`src/rtl/alu_issue_stage.sv`:
```
// Decode/issue stage: decodes RV32I OP, OP-IMM, LUI and AUIPC into a 4-bit
// ALU operation plus operands, delivered through a 2-entry skid buffer.
module alu_issue_stage #(
   parameter int unsigned XLEN = 32
) (
   input  logic            clk,
   input  logic            rst,
   input  logic            in_valid,
   output logic            in_ready,
   input  logic [31:0]     in_inst,
   input  logic [31:0]     in_pc,
   input  logic [XLEN-1:0] in_rs1_val,
   input  logic [XLEN-1:0] in_rs2_val,
   output logic            out_valid,
   input  logic            out_ready,
   output logic [3:0]      out_aluop,
   output logic [XLEN-1:0] out_a,
   output logic [XLEN-1:0] out_b,
   output logic [4:0]      out_rd,
   output logic            out_illegal
);

   localparam int unsigned AW = 4;
   localparam int unsigned RW = 5;

   localparam logic [6:0] OPC_OP     = 7'b0110011;
   localparam logic [6:0] OPC_OP_IMM = 7'b0010011;
   localparam logic [6:0] OPC_LUI    = 7'b0110111;
   localparam logic [6:0] OPC_AUIPC  = 7'b0010111;
   localparam logic [6:0] F7_ZERO    = 7'b0000000;
   localparam logic [6:0] F7_ALT     = 7'b0100000;
   localparam logic [AW-1:0] OP_PASS_B = 4'b1111;

   typedef struct packed {
      logic [AW-1:0]   aluop;
      logic [XLEN-1:0] a;
      logic [XLEN-1:0] b;
      logic [RW-1:0]   rd;
      logic            illegal;
   } issue_t;

   logic [6:0]      opcode;
   logic [2:0]      f3;
   logic [6:0]      f7;
   logic            is_shift;
   logic [XLEN-1:0] imm_i;
   logic [XLEN-1:0] imm_u;
   logic [XLEN-1:0] shamt_i;
   logic [XLEN-1:0] shamt_r;
   issue_t          dec;

   issue_t out_q,  out_n;
   issue_t skid_q, skid_n;
   logic   out_valid_q, out_valid_n;
   logic   skid_valid_q, skid_valid_n;
   logic   in_ready_q, in_ready_n;
   logic   in_fire;
   logic   out_free;

   assign opcode   = in_inst[6:0];
   assign f3       = in_inst[14:12];
   assign f7       = in_inst[31:25];
   assign is_shift = (f3 == 3'b001) || (f3 == 3'b101);
   assign imm_i    = {{20{in_inst[31]}}, in_inst[31:20]};
   assign imm_u    = {in_inst[31:12], 12'b0};
   assign shamt_i  = {27'b0, in_inst[24:20]};
   assign shamt_r  = {27'b0, in_rs2_val[4:0]};

   // Combinational decode of the incoming instruction; illegal encodings carry zero operands.
   always_comb begin
      dec         = '0;
      dec.rd      = in_inst[11:7];
      dec.illegal = 1'b1;
      unique case (opcode)
         OPC_OP: begin
            if ((f7 == F7_ZERO) ||
                ((f7 == F7_ALT) && ((f3 == 3'b000) || (f3 == 3'b101)))) begin
               dec.illegal = 1'b0;
               dec.aluop   = {f7[5], f3};
               dec.a       = in_rs1_val;
               dec.b       = is_shift ? shamt_r : in_rs2_val;
            end
         end
         OPC_OP_IMM: begin
            if (f3 == 3'b001) begin
               if (f7 == F7_ZERO) begin
                  dec.illegal = 1'b0;
                  dec.aluop   = {1'b0, f3};
                  dec.a       = in_rs1_val;
                  dec.b       = shamt_i;
               end
            end else if (f3 == 3'b101) begin
               if ((f7 == F7_ZERO) || (f7 == F7_ALT)) begin
                  dec.illegal = 1'b0;
                  dec.aluop   = {in_inst[30], f3};
                  dec.a       = in_rs1_val;
                  dec.b       = shamt_i;
               end
            end else begin
               dec.illegal = 1'b0;
               dec.aluop   = {1'b0, f3};
               dec.a       = in_rs1_val;
               dec.b       = imm_i;
            end
         end
         OPC_LUI: begin
            dec.illegal = 1'b0;
            dec.aluop   = OP_PASS_B;
            dec.b       = imm_u;
         end
         OPC_AUIPC: begin
            dec.illegal = 1'b0;
            dec.a       = in_pc;
            dec.b       = imm_u;
         end
         default: ;
      endcase
   end

   assign in_fire  = in_valid && in_ready_q;
   assign out_free = !out_valid_q || out_ready;

   // Skid-buffer next state: fill output when free, park in skid when stalled.
   always_comb begin
      out_n        = out_q;
      out_valid_n  = out_valid_q;
      skid_n       = skid_q;
      skid_valid_n = skid_valid_q;
      if (out_free) begin
         if (skid_valid_q) begin
            out_n        = skid_q;
            out_valid_n  = 1'b1;
            skid_valid_n = 1'b0;
         end else if (in_fire) begin
            out_n       = dec;
            out_valid_n = 1'b1;
         end else begin
            out_valid_n = 1'b0;
         end
      end else if (in_fire) begin
         skid_n       = dec;
         skid_valid_n = 1'b1;
      end
      in_ready_n = !skid_valid_n;
   end

   // State registers with synchronous reset; reset drops any in-flight entries.
   always_ff @(posedge clk) begin
      if (rst) begin
         out_q        <= '0;
         skid_q       <= '0;
         out_valid_q  <= 1'b0;
         skid_valid_q <= 1'b0;
         in_ready_q   <= 1'b1;
      end else begin
         out_q        <= out_n;
         skid_q       <= skid_n;
         out_valid_q  <= out_valid_n;
         skid_valid_q <= skid_valid_n;
         in_ready_q   <= in_ready_n;
      end
   end

   assign in_ready    = in_ready_q;
   assign out_valid   = out_valid_q;
   assign out_aluop   = out_q.aluop;
   assign out_a       = out_q.a;
   assign out_b       = out_q.b;
   assign out_rd      = out_q.rd;
   assign out_illegal = out_q.illegal;

endmodule

```
`config.mk`:
```
export PLATFORM = sky130hd
export DESIGN_NAME = alu_issue_stage
export DESIGN_NICKNAME = d
export VERILOG_FILES = /design/src/rtl/alu_issue_stage.sv
export SDC_FILE = /design/constraint.sdc
export NUM_CORES = 1
export LEC_CHECK = 0
export ABC_AREA = 1
export BUFFER_PORTS_ARGS = -buffer_cell sky130_fd_sc_hd__buf_4
export CAP_MARGIN = 20
export CORE_UTILIZATION = 40
export DETAILED_ROUTE_END_ITERATION = 6
export SKIP_CTS_REPAIR_TIMING = 1
export SYNTH_ARGS = -nofsm -noshare
export SYNTH_HDL_FRONTEND = slang
export SYNTH_SLANG_ARGS = --single-unit
```
`constraint.sdc`:
```
create_clock -name clk -period 3.65 [get_ports clk]
set_clock_uncertainty 0.15 [all_clocks]
set_input_delay 0.73 -clock clk [delete_from_list [all_inputs] [get_ports clk]]
set_output_delay 0.73 -clock clk [all_outputs]
set_load 0.03 [all_outputs]
```
### Word-level counts from Yosys, hierarchy flattened

Cells that the tools add are included.

| operators by class | value |
|---|---|
| equality and inequality tests | 7 |
| muxes and demuxes | 21 |
| bitwise operators | 1 |
| reduce and logical (&&, ||, !) cells | 15 |

Operators with widths:

| operator | count |
|---|---|
| 68-bit two-way mux | 4 |
| 32-bit case mux with 3 select lines | 2 |
| 74-bit two-way mux | 2 |
| 67-bit two-way mux | 1 |
| 32-bit two-way mux | 1 |
| 7-bit by 6-bit == test with 1-bit output (second input constant) | 3 |
| 7-bit by 5-bit == test with 1-bit output (second input constant) | 2 |
| 4-bit case mux with 3 select lines | 1 |
| 1-bit two-way mux | 9 |
| 7-bit zero test | 1 |
| 1-bit logical OR | 5 |
| 2-bit AND reduction | 2 |
| 3-bit by 1-bit == test with 1-bit output (second input constant) | 1 |
| 3-bit == test (second input constant) | 1 |
| 3-bit zero test | 1 |
| 1-bit case mux with 3 select lines | 1 |
| 1-bit logical AND | 2 |
| 1-bit zero test | 2 |
| 2-bit nonzero test | 1 |
| 2-bit OR reduction | 1 |
| 1-bit NOT | 1 |

| word-level totals | value |
|---|---|
| flip-flop bits (word level) | 151 |
| bits of input ports | 132 |
| output and inout port bits | 76 |
| word-level logic and storage cells | 57 |

### Logic depth before layout (Yosys ltp)

Gate-level depths: netlist of the first run.

| logic depth | value |
|---|---|
| word-level depth | 8 |
| depth in mapped cells | 14 |
| mapped depth without buffers | 12 |

### Worst setup path after synthesis of the first run

OpenSTA, ideal clock, no wires.

| timing path | value |
|---|---|
| path kind | input to register |
| start | input in_inst[25] |
| end | register out_q, in the netlist out_a[23] |
| setup time | 0.066 ns |
| arrival | 1.898 ns |
| required time | 3.434 ns |
| slack | 1.536 ns |
| stages on the path | 13 |
| path buffers | 2 |
| cell sequence | nor2_1 nand2_1 nor2_1 nand2_1 nand2_2 nand2_1 nand2_2 buf_6 buf_12 nand2_2 nand2_1 nand2_1 a21oi_2 |

| on the way | value |
|---|---|
| longest elaborated chain between the ends | 8 |
| elaborated cells on any way between the ends | 13 |
| those cells by class | eq/ne: 1; mux: 8; reduce/logical: 4 |

Ends and longest elaborated chain:

| what | RTL line | text |
|---|---|---|
| start: declaration | 10 | `input logic [31:0] in_inst,` |
| 7-bit by 6-bit == test with 1-bit output or 7-bit zero test (tied branches) | -- |  |
| 1-bit logical OR | 93 | `if ((f7 == F7_ZERO) \|\| (f7 == F7_ALT)) begin` |
| 68-bit two-way mux | 93 |  |
| 68-bit two-way mux | 92 | `end else if (f3 == 3'b101) begin` |
| 68-bit two-way mux | 85 | `if (f3 == 3'b001) begin` |
| 32-bit case mux with 3 select lines * | 74 | `unique case (opcode)` |
| 74-bit two-way mux * | 134 | `end else if (in_fire) begin` |
| 74-bit two-way mux * | 130 | `if (skid_valid_q) begin` |
| end signal: assignment | 156 | `out_q <= out_n;` |
| end: declaration | 52 | `issue_t out_q, out_n;` |

Every way passes the cells marked *; elsewhere a longest branch is shown, timed or not. The select of a mux whose other input is x is not followed.
A chain may end at the register's enable or synchronous reset.

### Worst setup path in the final report of the first run

| timing path | value |
|---|---|
| start | input in_inst[13] |
| end | register skid_q[48] in the netlist's numbering |

| on the way | value |
|---|---|
| longest elaborated chain between the ends | 6 |
| elaborated cells on any way between the ends | 10 |
| those cells by class | eq/ne: 2; mux: 4; reduce/logical: 4 |

Ends and longest elaborated chain:

| what | RTL line | text |
|---|---|---|
| 3-bit == test or 3-bit zero test (tied branches) | 77, 92 |  |
| 1-bit logical OR | 77 | `((f7 == F7_ALT) && ((f3 == 3'b000) \|\| (f3 == 3'b101)))) begin` |
| 1-bit logical AND | 77 |  |
| 1-bit logical OR | 76 | `if ((f7 == F7_ZERO) \|\|` |
| 68-bit two-way mux | 76 |  |
| 32-bit case mux with 3 select lines * | 74 |  |
| end signal: assignment | 157 | `skid_q <= skid_n;` |
| end: declaration | 53 | `issue_t skid_q, skid_n;` |

Every way passes the cells marked *; elsewhere a longest branch is shown, timed or not.

==> results.sh, run 1 <==
export IMPL_start_util_pct=41.1
export IMPL_synth_top_area_share_pct=40.8
export IMPL_grt_pass1_vias=7227
export IMPL_antenna_found_initial=0
export IMPL_die_w_um=138
export IMPL_outcome="finished, final reports clean"
export IMPL_grt_max_degree=101
export IMPL_worst_path_most_repeated_cell="nand2_1"
export IMPL_clock_root_buffer="clkbuf_16"
export IMPL_worstHoldPathCells=2
export IMPL_via_per_inst=5.11
export IMPL_r2r_start="skid_valid_q$_SDFF_PP0_"
export IMPL_synth_seq_area_share_pct=40.8
export IMPL_nets=1411
export IMPL_slowest_delay_ns=0.47
export IMPL_peakVddDrop_uv=321
export IMPL_startpoint="in_inst[13]"
export IMPL_grt_pass1_wl_um=38200
export IMPL_hpwl_um=14800
export IMPL_final_common_cell="buf_4"
export IMPL_hold_viol_final=0
export IMPL_start_kind="input pin"
export IMPL_r2r_end="out_b[16]$_SDFFE_PP0P_"
export IMPL_clock_fmax_ghz=0.380
export IMPL_clock_latency_ns=0.42
export IMPL_final_setup_viol_count=0
export IMPL_cp_required_ns=3.82
export IMPL_synth_area_leaders="dfxtp_1 41%, nand2_1 11%, a21oi_1 9.2%"
export IMPL_area_growth_pct=30.0
export IMPL_p_leak_nw=4.75
export IMPL_cp_end_kind="flip-flop"
export IMPL_slew_headroom_pct=45.7
export IMPL_timing_final_crit_share_pct=72.1
export IMPL_dr_total_vias=7765
export IMPL_hp_start="out_b[12]$_SDFFE_PP0P_"
export IMPL_p_per_area_nw_per_um2=423
export IMPL_worstPathArrival_ns=2.80
export IMPL_wirelength_um=23500
export IMPL_die_height_um=138
export IMPL_fin_crit_ns=2.63
export IMPL_rrSetupSlack_ns=1.56
export IMPL_dieArea_um2=19000
export IMPL_total_power_mw=4.07
export IMPL_cts_buffers=17
export IMPL_worstHoldEndpoint="out_b[12]$_SDFFE_PP0P_"
export IMPL_wl_met3_um=1470
export IMPL_numPortBuffers=207
export IMPL_rows=49
export IMPL_cts_tree="done"
export IMPL_dp_cells=1489
export IMPL_wl_per_cell_um=15.5
export IMPL_antenna_cells=0
export IMPL_drt_pass1_iterations=6
export IMPL_synth_top_area_cell="dfxtp_1"
export IMPL_core_um2=18000
export IMPL_syn_area_um2=7400
export IMPL_slew_viol_final=0
export IMPL_route_detailed_drc=0
export IMPL_hold_class="flip-flop to flip-flop"
export IMPL_maxCapViolations=0
export IMPL_htree_levels=4
export IMPL_cts_sinks=151
export IMPL_met2_wirelength_um=10800
export IMPL_overflow=0
export IMPL_r2r_cells=7
export IMPL_fin_tns_setup_ns=0
export IMPL_clk_path_buf_depth=2
export IMPL_worstPathMaxFanout=29
export IMPL_fill_cells=1831
export IMPL_yosysWarnings=0
export IMPL_clk_pin_slew_ns=0.07
export IMPL_antenna_left=0
export IMPL_ioPinCount=208
export IMPL_place_congestion=0.875
export IMPL_crit_slowest_cell="nand2_2"
export IMPL_met1_length_um=11000
export IMPL_final_cell_mix="221 x buf_4, 214 x nand2_1, 160 x nor2_1"
export IMPL_drive_above_1_share_pct=22.9
export IMPL_netlist_cell_type_count=27
export IMPL_synth_seq_cells=151
export IMPL_syn_avg_cell_area_um2=6.61
export IMPL_drtIter0Drc=538
export IMPL_crit_chain="buf_4, inv_1, nand2_2, nor2_1, nand2_1, nand3_2, nand2_2, nand2_1, nand2_1, o21ai_0, inv_1"
export IMPL_worstMarginPinSlew_ns=0.814
export IMPL_finalNonFillerCells=1520
export IMPL_rsz0062_at_grt="no"
export IMPL_synth_fp_nets=1252
export IMPL_maxUsedRoutingLayer="met4"
export IMPL_syn_inst=1120
export IMPL_grt_usage_pct=24.5
export IMPL_worstSetupPathType="input pin to flip-flop"
==> logic make-up after synthesis <==
| group | count (synthesis) | share of synthesized area (%) |
|---|---|---|
| AOI/OAI and AO/OA | 292 | 21.2 |
| buffers and inverters | 183 | 9.96 |
| and+or+nand+nor | 494 | 28.0 |
| DFF | 151 | 40.8 |
==> area by class of cell <==
type                       instances  area, µm²  share of cell area (%)
multi-input combinational        786       3660                    38.0
sequential                       151       3020                    31.4
timing repair buffer             224       1720                    17.9
clock buffer                      18        439                    4.56
inverter                          99        373                    3.88
tap                              229        287                    2.98
clock inverter                    13        124                    1.29
==> metrics by stage <==
step | instance area, µm² | worst slack (ns) | hold WS, ns | util (%)
6_report | 9620 | 1.02 | 0.317 | 53.4
5_1_grt | 9620 | 0.717 | 0.342 | 53.4
4_1_cts | 9620 | 1.03 | 0.317 | 53.4
3_5_place_dp | 9060 | 0.591 | 0.309 | 50.3
3_3_place_gp | 9060 | 0.627 | 0.307 | 50.3
2_1_floorplan | 7400 | 1.54 | 0.297 | -
==> worst max-delay path: cells and delay by family <==
| family | cells | cell delay (ns) |
|---|---|---|
| buffers and inverters | 3 | 0.29 |
| AOI/OAI and AO/OA | 1 | 0.16 |
| and+or+nand+nor | 7 | 1.61 |
==> state kept, by name, summed over array words and instances (netlist names) <==
signal,flops
out_a,32
in_ready,1
out_rd,5
out_valid,1
skid_q,74
skid_valid_q,1
out_aluop,4
out_b,32
out_illegal,1
==> worst max path at each step <==
stage                               to  slack, ns  cells after the start
2_1_floorplan   out_a[23]$_SDFFE_PP0P_       1.54                     13
3_3_place_gp    out_a[31]$_SDFFE_PP0P_       0.63                     12
6_report       skid_q[48]$_SDFFE_PP0P_       1.02                     11
3_5_place_dp   skid_q[48]$_SDFFE_PP0P_       0.59                     11
4_1_cts        skid_q[48]$_SDFFE_PP0P_       1.03                     11
5_1_grt          out_a[1]$_SDFFE_PP0P_       0.72                     12
==> synth_stat cells, drive strengths merged <==
master  count
nand3      71
inv        99
a21oi     146
o22ai       5
a31oi       5
nand4      21
dfxtp     151
o211ai     20
nand2     231
buf        20
nor2      167
a41oi       1
a21o        1
nand3b      1
nor3        3
o21ai     114
clkbuf     64
==> where the power goes <==
part / switching, mW / total [mW] / internal (mW)
Combinational: 0.357 / 0.594 / 0.237
Sequential: 0.0390 / 1.77 / 1.73
Clock: 0.746 / 1.71 / 0.961
==> per-layer routing <==
layer | GRT usage (%) | vias up
met5 | 0 | -
met4 | 7.40 | 0
met3 | 4.88 | 21
met2 | 39.7 | 229
met1 | 32.8 | 3545
li1 | - | 3970
No activity file was read; power rests on OpenSTA's default activity.
==> run 2, diff against run 1 <==
PLACE_DENSITY = 0.66   (was unset)
clock period = 2.3 ns   (was 3.65 ns; I/O delays follow)
==> run 2 against run 1 <==
  * Utilization rose by 0.80 points
  * Via count rose by 0.98%
  * Count of clock-buffer cells in the layout did not move
  * Critical endpoint is now out_a[27]$_SDFFE_PP0P_
  * Die area did not move
==> results.sh, run 2 (synthesis gave the netlist of run 1 again) <==
export IMPL_outcome="finished, final reports clean"
export IMPL_core_um2=18000
export IMPL_wl_per_cell_um=14.9
export IMPL_die_w_um=138
export IMPL_timing_final_crit_share_pct=79.9
export IMPL_grt_pass1_vias=7303
export IMPL_cts_sinks=151
export IMPL_peakVddDrop_uv=491
export IMPL_p_int_mw=4.56
export IMPL_p_seq_share_pct=44.0
export IMPL_grt_max_degree=75
export IMPL_hpwl_um=14600
export IMPL_drt_pass1_iterations=5
export IMPL_antenna_found_initial=0
export IMPL_final_setup_viol_count=0
export IMPL_clk_pin_slew_ns=0.07
export IMPL_fin_crit_ns=1.84
export IMPL_rows=49
export IMPL_drtIter0Drc=459
export IMPL_combPwrFrac_pct=14.9
export IMPL_worstPathMaxFanout=41
export IMPL_rsz0062_at_grt="no"
export IMPL_antenna_cells=0
export IMPL_cts_tree="done"
export IMPL_slew_viol_final=0
export IMPL_swShare_pct=28.6
export IMPL_power_frac_clock_pct=41.2
export IMPL_nets=1423
export IMPL_p_leak_nw=4.82
export IMPL_slew_headroom_pct=56.5
export IMPL_final_common_cell="buf_4"
export IMPL_p_per_area_nw_per_um2=654
export IMPL_largest_register_ffs=74
export IMPL_p_switching_mw=1.82
export IMPL_dr_total_vias=7841
export IMPL_hold_viol_final=0
export IMPL_finalCoreUtilization_pct=54.2
export IMPL_grt_pass1_wl_um=37200
export IMPL_hold_class="input pin to flip-flop"
export IMPL_dieArea_um2=19000
export IMPL_numPortBuffers=207
export IMPL_ioPinCount=208
export IMPL_cts_buffers=17
export IMPL_worstMarginPinSlew_ns=0.652
export IMPL_place_congestion=0.852
export IMPL_overflow=0
export IMPL_htree_levels=4
export IMPL_drive_above_1_share_pct=23.7
export IMPL_worstSetupPathType="flip-flop to flip-flop"
export IMPL_wirelength_um=22800
export IMPL_largest_register="skid_q"
export IMPL_clock_latency_ns=0.42
export IMPL_hp_start="in_inst[8]"
export IMPL_clk_path_buf_depth=2
export IMPL_start_kind="flip-flop"
export IMPL_fill_cells=1817
export IMPL_antenna_left=0
export IMPL_area_growth_pct=32.0
export IMPL_worstPathArrival_ns=1.99
export IMPL_start_util_pct=41.1
export IMPL_cp_required_ns=2.46
export IMPL_startpoint="in_ready$_SDFF_PP1_"
export IMPL_maxCapViolations=0
export IMPL_cp_end_kind="flip-flop"
export IMPL_final_cell_mix="228 x buf_4, 214 x nand2_1, 160 x nor2_1"
export IMPL_grt_usage_pct=24.0
export IMPL_clock_fmax_ghz=0.544
export IMPL_fin_tns_setup_ns=0
export IMPL_die_height_um=138
export IMPL_clock_root_buffer="clkbuf_16"
export IMPL_route_detailed_drc=0
export IMPL_r2r_start="in_ready$_SDFF_PP1_"
export IMPL_via_per_inst=5.11
==> run 2: changes by cell type in the layout (fill, tap and decap cells not counted), sizes merged <==
| cell | change |
|---|---|
| clkinv | -1 |
| bufinv | -1 |
| inv | +3 |
| buf | +12 |
==> run 2: worst paths after layout <==
path,slack (ns),end,cells after the start
max reg2reg,0.46,out_a[27]$_SDFFE_PP0P_,9
min,0.12,skid_q[2]$_SDFFE_PP0P_,3
max,0.46,out_a[27]$_SDFFE_PP0P_,9
min reg2reg,0.32,out_b[24]$_SDFFE_PP0P_,2
==> run 2: power groups by stage <==
stage / sequential, mW / clock (mW) / combinational [mW]
after floorplan: 3.00 / 0 / 0.368
after global placement: 2.86 / 0 / 0.944
after detailed placement: 2.86 / 0 / 0.950
after CTS: 2.81 / 2.69 / 0.955
after global routing: 2.82 / 2.82 / 1.03
final: 2.81 / 2.63 / 0.950
==> run 2: per-layer routing <==
metal  wire [µm]  vias up  part of all wire (%)  GRT usage (%)
li1            -     4003                     -              -
met1       10100     3576                    44           31.0
met2       10900      239                    48           39.5
met3        1600       23                   7.0           6.37
met4         286        0                   1.3           6.25
met5           0        -                     0              0
==> run 2: final cells by class <==
cell class	instances	area [µm²]	area share, %
inverters	99	373	3.82
flip-flops and latches	151	3020	31.0
clock buffers	18	439	4.50
multi-input cells	786	3660	37.5
repair buffers	236	1870	19.2
clock inverters	14	111	1.14
well taps	229	287	2.93
==> run 2: worst max-delay path: stages, from the launching register on <==
cell	delay (ns)
dfxtp_1	0.31
nand2_1	0.12
inv_1	0.05
nor2_1	0.15
inv_1	0.09
nand2_4	0.14
clkinv_1	0.10
buf_4	0.27
o21ai_0	0.27
a21oi_2	0.04
==> run 2: per-stage QoR <==
step,hold slack [ns],total power [mW],area (µm²),instances,worst slack [ns]
after floorplan,0.297,3.37,7400,1120,0.450
after global placement,0.304,3.80,9220,1501,0.102
after detailed placement,0.306,3.81,9220,1501,0.0541
after CTS,0.103,6.45,9770,1533,0.448
after global routing,0.110,6.67,9770,1533,0.289
final,0.121,6.38,9770,1533,0.462
==> run 3, diff against run 2 <==
ABC_AREA = 0   (was 1)
PLACE_DENSITY = unset   (was 0.66)
clock period = 1.8 ns   (was 2.3 ns; I/O delays follow)
==> run 3 against run 2 <==
  * Via count fell by 8.5%
  * Wire length up 1.2%
  * Power rose by 29%
  * Cell count is 17% lower
  * Register-to-register slack worse by 0.37 ns
  * Design area up 0.81%
  * Clock power grew 33%
  * Highest routed layer unchanged
  * Sequential power increased by 26%
  * First-iteration DRC count down 13%
  * Critical path depth down 2
  * Critical path type unchanged
==> results.sh, run 3 <==
export IMPL_drive_above_1_share_pct=32.1
export IMPL_synth_edff_count=0
export IMPL_final_setup_viol_count=0
export IMPL_fin_crit_ns=1.70
export IMPL_cts_buffers=17
export IMPL_fill_cells=1542
export IMPL_worstPathMaxFanout=7
export IMPL_finalNonFillerCells=1278
export IMPL_fin_hold_ws_ns=0.0255
export IMPL_multiInputGateArea_um2=3530
export IMPL_dr_total_vias=7174
export IMPL_path_delay_family="simple AND/OR/NAND/NOR gates"
export IMPL_cp_end_kind="flip-flop"
export IMPL_area_growth_pct=44.2
export IMPL_final_cell_mix="269 x buf_4, 149 x dfxtp_1, 94 x a21oi_1"
export IMPL_route_detailed_drc=0
export IMPL_netlist_cell_type_count=44
export IMPL_cts_sinks=151
export IMPL_grt_usage_pct=26.2
export IMPL_ioPinCount=208
export IMPL_cts_tree="done"
export IMPL_worstMarginPinSlew_ns=0.558
export IMPL_slew_viol_final=0
export IMPL_antenna_found_initial=0
export IMPL_p_leak_nw=3.89
export IMPL_crit_buf_inv=3
export IMPL_clk_path_buf_depth=2
export IMPL_syn_inst=820
export IMPL_hp_start="in_rs2_val[0]"
export IMPL_place_congestion=0.823
export IMPL_start_kind="flip-flop"
export IMPL_r2r_start="out_valid$_SDFFE_PP0N_"
export IMPL_hpwl_um=16000
export IMPL_syn_avg_cell_area_um2=8.32
export IMPL_p_per_area_nw_per_um2=835
export IMPL_drtIter0Drc=400
export IMPL_startpoint="out_valid$_SDFFE_PP0N_"
export IMPL_largest_register="skid_q"
export IMPL_clock_root_buffer="clkbuf_16"
export IMPL_worst_path_most_repeated_cell="buf_4"
export IMPL_die_height_um=133
export IMPL_antenna_left=0
export IMPL_synth_top_area_share_pct=44.3
export IMPL_die_w_um=133
export IMPL_nets=1178
export IMPL_grt_pass1_wl_um=36200
export IMPL_overflow=0
export IMPL_asyncSetResetFlopFracSynth_pct=0
export IMPL_wl_per_cell_um=18.1
export IMPL_clock_latency_ns=0.42
export IMPL_rows=47
export IMPL_synth_top_area_cell="dfxtp_1"
export IMPL_synth_commonest_cells="151 x dfxtp_1, 95 x a21oi_1, 81 x a211oi_1, 80 x nor2_1, 70 x clkbuf_1"
export IMPL_dieArea_um2=17600
export IMPL_cp_required_ns=2.00
export IMPL_synth_seq_area_share_pct=44.3
export IMPL_synth_seq_cells=151
export IMPL_syn_area_um2=6830
export IMPL_final_common_cell="buf_4"
export IMPL_htree_levels=4
export IMPL_wirelength_um=23100
export IMPL_slowest_delay_ns=0.33
export IMPL_clock_fmax_ghz=0.587
export IMPL_synth_flop_cell="dfxtp_1"
export IMPL_synth_area_leaders="dfxtp_1 44%, a211oi_1 8.9%, a21oi_1 7.0%"
export IMPL_via_per_inst=5.61
export IMPL_grt_pass1_vias=6677
export IMPL_clk_pin_slew_ns=0.06
export IMPL_regArea_um2=3030
export IMPL_crit_slowest_cell="dfxtp_2"
export IMPL_start_util_pct=41.0
export IMPL_core_um2=16600
export IMPL_crit_chain="nor2b_2, buf_4, nor3_4, buf_12, nand4_1, buf_4, o22ai_1"
export IMPL_maxCapViolations=0
export IMPL_outcome="finished, final reports clean"
export IMPL_hold_viol_final=0
export IMPL_worstPathArrival_ns=1.90
export IMPL_worstSetupPathType="flip-flop to flip-flop"
export IMPL_yosysWarnings=0
export IMPL_largest_register_ffs=74
export IMPL_peakVddDrop_uv=694
export IMPL_yosysMostFrequentCell="dfxtp_1"
export IMPL_grt_max_degree=108
export IMPL_synth_fp_nets=952
export IMPL_rsz0062_at_grt="no"
export IMPL_numPortBuffers=207
export IMPL_drt_pass1_iterations=4
export IMPL_dp_cells=1246
export IMPL_hold_class="input pin to flip-flop"
export IMPL_slew_headroom_pct=62.7
export IMPL_antenna_cells=0
export IMPL_timing_final_crit_share_pct=94.6
-- run 3: cell count changes in the layout (fill, tap and decap cells not counted), sizes merged, moves of 34 or more --
| cell | delta |
|---|---|
| a211oi | +81 |
| a21oi | -51 |
| a32oi | +34 |
| and3 | +39 |
| buf | +53 |
| inv | -98 |
| nand2 | -181 |
| nand3 | -60 |
| nor2 | -87 |
| o21ai | -72 |
| o22ai | +37 |
-- run 3: logic make-up after synthesis --
logic type / after synthesis / synth area share [%]
mux: 6 / 0.880
flops: 151 / 44.3
simple gates: 235 / 16.8
compound gates: 340 / 32.7
xor+xnor: 1 / 0.128
buf+inv: 87 / 5.22
-- run 3: through the flow --
stage / power [mW] / TNS (ns) / setup slack [ns] / area (µm²) / utilization, %
after floorplan: 4.14 / -12.02 / -0.148 / 6870 / -
after global placement: 4.79 / -35.90 / -0.340 / 9250 / 55.6
after detailed placement: 4.79 / -37.19 / -0.362 / 9250 / 55.6
after CTS: 8.27 / 0 / 0.0852 / 9820 / 59.0
after global routing: 8.51 / 0 / 0.0160 / 9840 / 59.2
final: 8.22 / 0 / 0.0965 / 9840 / 59.2
-- run 3: cell type report --
cell class                      count  area share (%)
Clock buffer                       19            4.50
Clock inverter                     12            1.30
Inverter                            5           0.191
Multi-Input combinational cell    582            35.9
Sequential cell                   151            30.7
Tap cell                          220            2.80
Timing Repair Buffer              289            24.6
-- run 3: worst paths after layout --
path | end | slack, ns | cells past startpoint
setup / recovery | out_b[11]$_SDFFE_PP0P_ | 0.1 | 7
hold / removal | out_b[0]$_SDFFE_PP0P_ | 0.03 | 2
setup reg to reg | out_b[11]$_SDFFE_PP0P_ | 0.1 | 7
hold reg to reg | skid_q[12]$_SDFFE_PP0P_ | 0.30 | 2
-- run 3: where the power goes --
group	total [mW]	internal (mW)	switching, mW
sequential	3.53	3.46	0.0700
combinational	1.20	0.543	0.654
clock	3.50	2.06	1.44
total	8.22	6.06	2.16
-- run 3: routing by layer --
layer	vias up	global-route usage (%)	wire length [µm]
met1	3341	34.9	10400
met4	0	7.34	224
met3	22	6.51	1730
met2	267	42.0	10700
li1	3544	-	-
met5	-	0	0
-- run 3: worst reg2reg max path, delay by kind of cell (launching register included) --
kind	cells	cell delay (ns)
flip-flops	1	0.33
AO/OA/AOI/OAI	1	0.13
buffers and inverters	3	0.49
AND/OR/NAND/NOR	3	0.53
